==> config.mk <==
export PLATFORM = sky130hd
export DESIGN_NAME = rf_wb_arbiter_flat
export DESIGN_NICKNAME = d
export VERILOG_FILES = /design/src/rtl/rf_wb_arbiter_if.sv /design/src/rtl/rf_wb_arbiter.sv /design/src/flat_wrapper.sv
export SDC_FILE = /design/constraint.sdc
export NUM_CORES = 1
export LEC_CHECK = 0
export ABC_AREA = 1
export BUFFER_PORTS_ARGS = -buffer_cell sky130_fd_sc_hd__buf_2
export CAP_MARGIN = 40
export CORE_UTILIZATION = 25
export DETAILED_ROUTE_END_ITERATION = 8
export PLACE_DENSITY = 0.45
export SLEW_MARGIN = 20
export SYNTH_ARGS = -nofsm -noshare
export SYNTH_HDL_FRONTEND = slang
export SYNTH_SLANG_ARGS = --single-unit
==> constraint.sdc <==
create_clock -name clk -period 4.6 [get_ports clk]
set_input_delay 0.46 -clock clk [delete_from_list [all_inputs] [get_ports clk]]
set_output_delay 0.46 -clock clk [all_outputs]
set_load 0.02 [all_outputs]
==> src/rtl/rf_wb_arbiter_if.sv <==
// Handshake bundle between the WB stage, the multi-cycle unit, the decode
// stall query and the register file write port.
interface rf_wb_arbiter_if #(
  parameter int DATA_W = 32,
  parameter int ADDR_W = 5
);
  localparam int NREG = 2 ** ADDR_W;

  logic              p_valid;
  logic [ADDR_W-1:0] p_addr;
  logic [DATA_W-1:0] p_data;
  logic              p_ready;
  logic              m_valid;
  logic [ADDR_W-1:0] m_addr;
  logic [DATA_W-1:0] m_data;
  logic              m_ready;
  logic              iss_valid;
  logic [ADDR_W-1:0] iss_rd;
  logic              iss_ready;
  logic [ADDR_W-1:0] q_rs1;
  logic [ADDR_W-1:0] q_rs2;
  logic [ADDR_W-1:0] q_rd;
  logic              stall;
  logic              wb_en;
  logic [ADDR_W-1:0] wb_addr;
  logic [DATA_W-1:0] wb_data;
  logic [NREG-1:0]   busy_vec;

  modport slave (
    input  p_valid, p_addr, p_data, m_valid, m_addr, m_data,
    input  iss_valid, iss_rd, q_rs1, q_rs2, q_rd,
    output p_ready, m_ready, iss_ready, stall, wb_en, wb_addr, wb_data, busy_vec
  );

  modport master (
    output p_valid, p_addr, p_data, m_valid, m_addr, m_data,
    output iss_valid, iss_rd, q_rs1, q_rs2, q_rd,
    input  p_ready, m_ready, iss_ready, stall, wb_en, wb_addr, wb_data, busy_vec
  );
endinterface

==> src/rtl/rf_wb_arbiter.sv <==
// Register-file write-port arbiter: pipeline (P) vs multi-cycle unit (M) with
// starvation guard, registered write stage and M-destination busy scoreboard.
module rf_wb_arbiter #(
  parameter int DATA_W     = 32,
  parameter int ADDR_W     = 5,
  parameter int STARVE_MAX = 3
) (
  input  logic           clk,
  input  logic           rst,
  rf_wb_arbiter_if.slave bus
);
  localparam int NREG  = 2 ** ADDR_W;
  localparam int CNT_W = (STARVE_MAX < 1) ? 1 : $clog2(STARVE_MAX + 1);
  localparam logic [CNT_W-1:0] CNT_MAX = CNT_W'(STARVE_MAX);
  localparam logic [ADDR_W-1:0] ADDR_ZERO = {ADDR_W{1'b0}};

  logic [CNT_W-1:0]  starve_cnt_r;
  logic [CNT_W-1:0]  starve_cnt_nxt_s;
  logic [NREG-1:0]   busy_r;
  logic [NREG-1:0]   busy_nxt_s;
  logic              wb_en_r;
  logic [ADDR_W-1:0] wb_addr_r;
  logic [DATA_W-1:0] wb_data_r;
  logic              force_m_s;
  logic              p_ready_s;
  logic              m_ready_s;
  logic              p_xfer_s;
  logic              m_xfer_s;
  logic              iss_ready_s;
  logic              iss_set_s;

  // Arbitration: P normally wins, M is forced through once it has been blocked STARVE_MAX times
  always_comb begin
    force_m_s   = bus.m_valid && (starve_cnt_r == CNT_MAX);
    p_ready_s   = !force_m_s;
    m_ready_s   = force_m_s || !bus.p_valid;
    p_xfer_s    = bus.p_valid && p_ready_s;
    m_xfer_s    = bus.m_valid && m_ready_s;
    iss_ready_s = !busy_r[bus.iss_rd] || (bus.iss_rd == ADDR_ZERO);
    iss_set_s   = bus.iss_valid && iss_ready_s && (bus.iss_rd != ADDR_ZERO);
  end

  // Starvation counter next value
  always_comb begin
    starve_cnt_nxt_s = starve_cnt_r;
    if (!bus.m_valid || m_xfer_s) begin
      starve_cnt_nxt_s = {CNT_W{1'b0}};
    end else if (starve_cnt_r != CNT_MAX) begin
      starve_cnt_nxt_s = starve_cnt_r + 1'b1;
    end else begin
      starve_cnt_nxt_s = starve_cnt_r;
    end
  end

  // Scoreboard next value; the set is applied last so a same-index issue beats an M clear
  always_comb begin
    busy_nxt_s = busy_r;
    if (m_xfer_s) begin
      busy_nxt_s[bus.m_addr] = 1'b0;
    end else begin
      busy_nxt_s = busy_r;
    end
    if (iss_set_s) begin
      busy_nxt_s[bus.iss_rd] = 1'b1;
    end else begin
      busy_nxt_s[bus.iss_rd] = busy_nxt_s[bus.iss_rd];
    end
    busy_nxt_s[0] = 1'b0;
  end

  // State and registered write stage; address/data hold when nothing transfers
  always_ff @(posedge clk or posedge rst) begin
    if (rst) begin
      starve_cnt_r <= {CNT_W{1'b0}};
      busy_r       <= {NREG{1'b0}};
      wb_en_r      <= 1'b0;
      wb_addr_r    <= ADDR_ZERO;
      wb_data_r    <= {DATA_W{1'b0}};
    end else begin
      starve_cnt_r <= starve_cnt_nxt_s;
      busy_r       <= busy_nxt_s;
      if (p_xfer_s) begin
        wb_en_r   <= (bus.p_addr != ADDR_ZERO);
        wb_addr_r <= bus.p_addr;
        wb_data_r <= bus.p_data;
      end else if (m_xfer_s) begin
        wb_en_r   <= (bus.m_addr != ADDR_ZERO);
        wb_addr_r <= bus.m_addr;
        wb_data_r <= bus.m_data;
      end else begin
        wb_en_r <= 1'b0;
      end
    end
  end

  assign bus.p_ready   = p_ready_s;
  assign bus.m_ready   = m_ready_s;
  assign bus.iss_ready = iss_ready_s;
  assign bus.stall     = busy_r[bus.q_rs1] | busy_r[bus.q_rs2] | busy_r[bus.q_rd];
  assign bus.wb_en     = wb_en_r;
  assign bus.wb_addr   = wb_addr_r;
  assign bus.wb_data   = wb_data_r;
  assign bus.busy_vec  = busy_r;
endmodule

==> src/flat_wrapper.sv <==
// flat-port wrapper written by rule: the top's interface ports become plain ports
module rf_wb_arbiter_flat 
#(
  parameter int DATA_W     = 32,
  parameter int ADDR_W     = 5,
  parameter int STARVE_MAX = 3
)
  (clk, rst, bus_p_valid, bus_p_addr, bus_p_data, bus_m_valid, bus_m_addr, bus_m_data, bus_iss_valid, bus_iss_rd, bus_q_rs1, bus_q_rs2, bus_q_rd, bus_p_ready, bus_m_ready, bus_iss_ready, bus_stall, bus_wb_en, bus_wb_addr, bus_wb_data, bus_busy_vec);
  rf_wb_arbiter_if #(.DATA_W(DATA_W), .ADDR_W(ADDR_W)) bus_i ();
  input  logic clk;
  input  logic rst;
  input wire logic [$bits(bus_i.p_valid)-1:0] bus_p_valid;
  input wire logic [$bits(bus_i.p_addr)-1:0] bus_p_addr;
  input wire logic [$bits(bus_i.p_data)-1:0] bus_p_data;
  input wire logic [$bits(bus_i.m_valid)-1:0] bus_m_valid;
  input wire logic [$bits(bus_i.m_addr)-1:0] bus_m_addr;
  input wire logic [$bits(bus_i.m_data)-1:0] bus_m_data;
  input wire logic [$bits(bus_i.iss_valid)-1:0] bus_iss_valid;
  input wire logic [$bits(bus_i.iss_rd)-1:0] bus_iss_rd;
  input wire logic [$bits(bus_i.q_rs1)-1:0] bus_q_rs1;
  input wire logic [$bits(bus_i.q_rs2)-1:0] bus_q_rs2;
  input wire logic [$bits(bus_i.q_rd)-1:0] bus_q_rd;
  output wire logic [$bits(bus_i.p_ready)-1:0] bus_p_ready;
  output wire logic [$bits(bus_i.m_ready)-1:0] bus_m_ready;
  output wire logic [$bits(bus_i.iss_ready)-1:0] bus_iss_ready;
  output wire logic [$bits(bus_i.stall)-1:0] bus_stall;
  output wire logic [$bits(bus_i.wb_en)-1:0] bus_wb_en;
  output wire logic [$bits(bus_i.wb_addr)-1:0] bus_wb_addr;
  output wire logic [$bits(bus_i.wb_data)-1:0] bus_wb_data;
  output wire logic [$bits(bus_i.busy_vec)-1:0] bus_busy_vec;
  assign bus_i.p_valid = bus_p_valid;
  assign bus_i.p_addr = bus_p_addr;
  assign bus_i.p_data = bus_p_data;
  assign bus_i.m_valid = bus_m_valid;
  assign bus_i.m_addr = bus_m_addr;
  assign bus_i.m_data = bus_m_data;
  assign bus_i.iss_valid = bus_iss_valid;
  assign bus_i.iss_rd = bus_iss_rd;
  assign bus_i.q_rs1 = bus_q_rs1;
  assign bus_i.q_rs2 = bus_q_rs2;
  assign bus_i.q_rd = bus_q_rd;
  assign bus_p_ready = bus_i.p_ready;
  assign bus_m_ready = bus_i.m_ready;
  assign bus_iss_ready = bus_i.iss_ready;
  assign bus_stall = bus_i.stall;
  assign bus_wb_en = bus_i.wb_en;
  assign bus_wb_addr = bus_i.wb_addr;
  assign bus_wb_data = bus_i.wb_data;
  assign bus_busy_vec = bus_i.busy_vec;
  rf_wb_arbiter #(.DATA_W(DATA_W), .ADDR_W(ADDR_W), .STARVE_MAX(STARVE_MAX)) u_core (.clk(clk), .rst(rst), .bus(bus_i));
endmodule
==> Implementation_results.wiki <==
{| class="wikitable"
! Metric !! Value
|-
| Outcome || finished, final reports clean
|-
| Nets in the synthesized netlist || just under 1k
|-
| Count of filler cells inserted in the layout || between 2k and 2.5k
|-
| Later-pin clock latency in the skew report || about 350 ps
|-
| Area share of the leading cell type in the synthesized netlist || between 30% and 40%
|-
| Clock Power Share || roughly a quarter
|-
| H-tree lvl count || 3
|-
| Most frequent cells in the layout || 440 x sky130_fd_sc_hd__nand2_1, 171 x sky130_fd_sc_hd__buf_2, 118 x sky130_fd_sc_hd__nand3_1
|-
| Synthesized-area fraction occupied by adder cells || 0.243%
|-
| Sequential element share of the synthesized area || between 30% and 40%
|-
| Synth-to-Final Area Change || 27.8%
|-
| Worst Setup SP || bus_iss_rd[0]
|-
| Routability congestion estimate || a little over 0.8
|-
| Compound-cell area share of the yosys netlist || ~3.5%
|-
| Reg power frac || between 30% and 40%
|-
| Post-synthesis instance area || a little over 5000 um2
|-
| Design internal power || between 1.5 and 2 mW
|-
| Area of the die || around 21,000 um2
|-
| Pleak || roughly 3.8 nW
|-
| Width of the chip || around 150 um
|-
| Post-CTS Repair Setup Buffers || 0
|-
| CTS-repair resized insts || 0
|-
| Routed wire length per instance || approximately 16 um
|-
| TritonRoute pass-1 iters || 5
|-
| Largest fanout on the critical path || 23
|-
| Detail Placement HPWL || 14,800 um
|-
| Max Slew Vio Count || 0
|-
| Type of the worst min-delay path || in -> async
|-
| Worst-case clock buffer depth || 2
|-
| Worst-margin pin slew || 744 ps
|-
| Overall power || about 3.3 mW
|-
| Cell taking the most area after synthesis || sky130_fd_sc_hd__dfrtp_1
|-
| Final cycle utilization of the critical path || just under 60%
|-
| Total number of placement rows || 52
|-
| Number of buffer cells added on primary ports || 171
|-
| Relative contribution of combinational cells to total power || 39.7%
|-
| Via/cell ratio || ~4.7
|-
| Number of maximum-capacitance violations || 0
|-
| Ranking of synthesized cells by area || sky130_fd_sc_hd__dfrtp_1 34%, sky130_fd_sc_hd__nand2_1 32%, sky130_fd_sc_hd__nand3_1 11%, sky130_fd_sc_hd__inv_1 6.2%, sky130_fd_sc_hd__nand4_1 4.0%
|-
| Worst Setup Slack post-DPL || between 1500 and 2000 ps
|-
| Startpoint-to-endpoint class of the critical path || in -> out
|-
| Worst path setup slack after routing || slightly below 2000 ps
|-
| Startpoint of the lowest-slack register-to-register path || u_core.bus.busy_vec[15]$_DFF_PP0_
|-
| Number of buffers added to fix hold violations after cts || 0
|-
| Starting density of the core || 25.5%
|-
| Root buf cell || sky130_fd_sc_hd__clkbuf_16
|-
| Boundary pin count || 173
|-
| XOR/XNOR Fraction of Synth Area || 0%
|-
| Sw Ratio || a little under half
|-
| Maximum VDD drop || around 210 uV
|-
| Worst reg-to-reg path cell count || 10
|-
| Sink Count || around 70
|-
| Power spent charging and discharging nets || 1.53 mW
|-
| Required time at the endpoint of the critical path || between 4000 and 5000 ps
|-
| Pwr per Cell Area || about 500 nW/um2
|-
| Largest net degree at the start of global routing || 38
|-
| Min Tclk post-route || between 2000 and 3000 ps
|-
| Placeable core region || 20,200 um2
|-
| Clock-pin transition on the worst setup and hold timing paths || 50 ps
|-
| RSZ-0062 raised after global routing || no
|-
| Placed cell areas || between 6000 and 7000 um2
|-
| Post-Synthesis Mean Instance Area || around 6 um2
|-
| GRT Overall Usage || between 20 and 25%
|-
| Most common cell after layout, fill and taps aside || sky130_fd_sc_hd__nand2_1
|-
| TritonCTS Buffers || 9
|-
| Die height || ~150 um
|-
| Register bit total from synthesis || between 70 and 80
|-
| Setup TNS Final || 0 ps
|-
| TritonCTS clock tree || yes
|-
| Dominant combinational cell family by area after synthesis || simple AND/OR/NAND/NOR gates
|-
| Number of remaining DRC errors || 0
|-
| Routed wire length || ~21,000 um
|-
| Number of different library cells in the post-synthesis netlist || 30
|-
| Data arrival time at the worst-slack endpoint || ~2200 ps
|-
| Final design utilization || roughly 33%
|-
| First-pass GRT wire length || 32,700 um
|-
| Total via count in the routed design || around 6.1k
|-
| Synth Area in Simple Gates || 51.9%
|-
| Total of endpoints with negative setup slack in the final report || 0
|-
| Startpoint class of the critical path || primary input
|-
| Final Skew || a little under 7 ps
|-
| Violation count after the first detailed-routing iteration || a little over 500
|-
| Routed Antenna Nets || 0
|-
| Ys Warns || 0
|-
| Fmax || ~370 MHz
|-
| Register-to-Register Setup Slack || about 2000 ps
|-
| Final design instance area without fill || between 6000 and 7000 um2
|-
| Net count of the finished layout || 1,117
|-
| Grt total ovfl || 0
|-
| Share of layout cells above drive strength 1 || between 20% and 30%
|-
| Remaining max-slew budget at the tightest pin || 50.0%
|-
| Number of standard cells after synthesis || 868
|-
| Type of element capturing the critical path || output pin
|-
| Final Hold Fails || 0
|-
| Number of antenna violations at the first check in global routing || 0
|-
| Mux cell area share after synthesis || 0%
|-
| Diode count || 0
|-
| Vias in the first global route || between 5k and 6k
|}
cell families after synthesis:
logic type | Yosys count
flip-flops | 71
other | 1
adder cells (fa/ha/maj) | 1
AND/OR/NAND/NOR | 634
AO/OA/AOI/OAI | 32
buffers and inverters | 129
metrics by stage:
step | hold WS, ps | instances
detailed placement | 436 | 1276
global route | 130 | 1292
finish | 114 | 1292
floorplan | 416 | 868
global placement | 444 | 1274
CTS | 114 | 1292
synth_stat cells:
cell                       count
sky130_fd_sc_hd__inv_1        85
sky130_fd_sc_hd__o211ai_1      4
sky130_fd_sc_hd__buf_1         3
sky130_fd_sc_hd__nor3_2        2
sky130_fd_sc_hd__nand4_1      33
sky130_fd_sc_hd__ha_1          1
sky130_fd_sc_hd__dfrtp_1      71
sky130_fd_sc_hd__nand3b_1      1
sky130_fd_sc_hd__nand3_2       1
sky130_fd_sc_hd__buf_2        14
sky130_fd_sc_hd__a31oi_1       1
sky130_fd_sc_hd__nor2_4        1
sky130_fd_sc_hd__o21ai_0      21
sky130_fd_sc_hd__nor3_1        9
sky130_fd_sc_hd__nor4_1        2
sky130_fd_sc_hd__clkinv_1      2
sky130_fd_sc_hd__nor2_2        3
sky130_fd_sc_hd__nor3b_1       1
sky130_fd_sc_hd__nand3_1     118
sky130_fd_sc_hd__o221ai_1      2
sky130_fd_sc_hd__o21ai_1       3
sky130_fd_sc_hd__nor2_1       20
sky130_fd_sc_hd__nand2_1     440
sky130_fd_sc_hd__and2_1        1
sky130_fd_sc_hd__o22ai_1       1
sky130_fd_sc_hd__inv_2         2
sky130_fd_sc_hd__nand2_2       2
sky130_fd_sc_hd__buf_4         2
sky130_fd_sc_hd__clkbuf_1     21
sky130_fd_sc_hd__conb_1        1
critical path: stages:
cell and delay [ps]:
sky130_fd_sc_hd__buf_2 330, sky130_fd_sc_hd__inv_2 190, sky130_fd_sc_hd__nand2_1 90, sky130_fd_sc_hd__nand2_1 50
sky130_fd_sc_hd__nand2_1 60, sky130_fd_sc_hd__nand2_1 60, sky130_fd_sc_hd__nand2_1 50, sky130_fd_sc_hd__nand2_1 70
sky130_fd_sc_hd__nor2_4 490, sky130_fd_sc_hd__and2_1 210, sky130_fd_sc_hd__buf_2 160
cell type report:
class                      instances  area [um2]  share of cell area (%)
multi-input combinational        668        2870                    43.6
timing repair buffer             178         941                    14.3
sequential                        71        1780                    27.0
clock inverter                     3        65.1                   0.987
tap                              270         338                    5.13
inverter                          89         334                    5.07
clock buffer                      13         260                    3.95
flip-flops by register name (all words and copies together) (netlist names):
| register | cells |
|---|---|
| u_core.bus.busy_vec | 31 |
| u_core.bus.wb_en | 1 |
| u_core.starve_cnt_r | 2 |
| u_core.bus.wb_data | 32 |
| u_core.bus.wb_addr | 5 |
path summary, 6_finish.rpt:
| path | end |
|---|---|
| max in group asynchronous | u_core.bus.busy_vec[26]$_DFF_PP0_ |
| min in group clk | u_core.bus.wb_data[16]$_DFFE_PP0P_ |
| hold reg to reg | u_core.starve_cnt_r[0]$_DFFE_PP0P_ |
| setup / recovery | bus_iss_ready |
| hold / removal | u_core.bus.wb_data[24]$_DFFE_PP0P_ |
| setup reg to reg | u_core.bus.busy_vec[26]$_DFF_PP0_ |
layer usage:
layer	vias up	GRT usage (%)	wire length, um
li1	3032	-	-
met1	2811	27.3	9780
met2	184	32.7	9850
met3	26	3.07	1040
met4	0	7.00	486
met5	-	0	0
power groups by stage:
stage	clock, mW	sequential [mW]	combinational (mW)
floorplan	0	1.16	0.718
global placement	0	1.21	1.28
detailed placement	0	1.20	1.30
CTS	0.795	1.19	1.30
global route	0.820	1.21	1.47
finish	0.774	1.20	1.30
No activity file was read; power rests on OpenSTA's default activity.
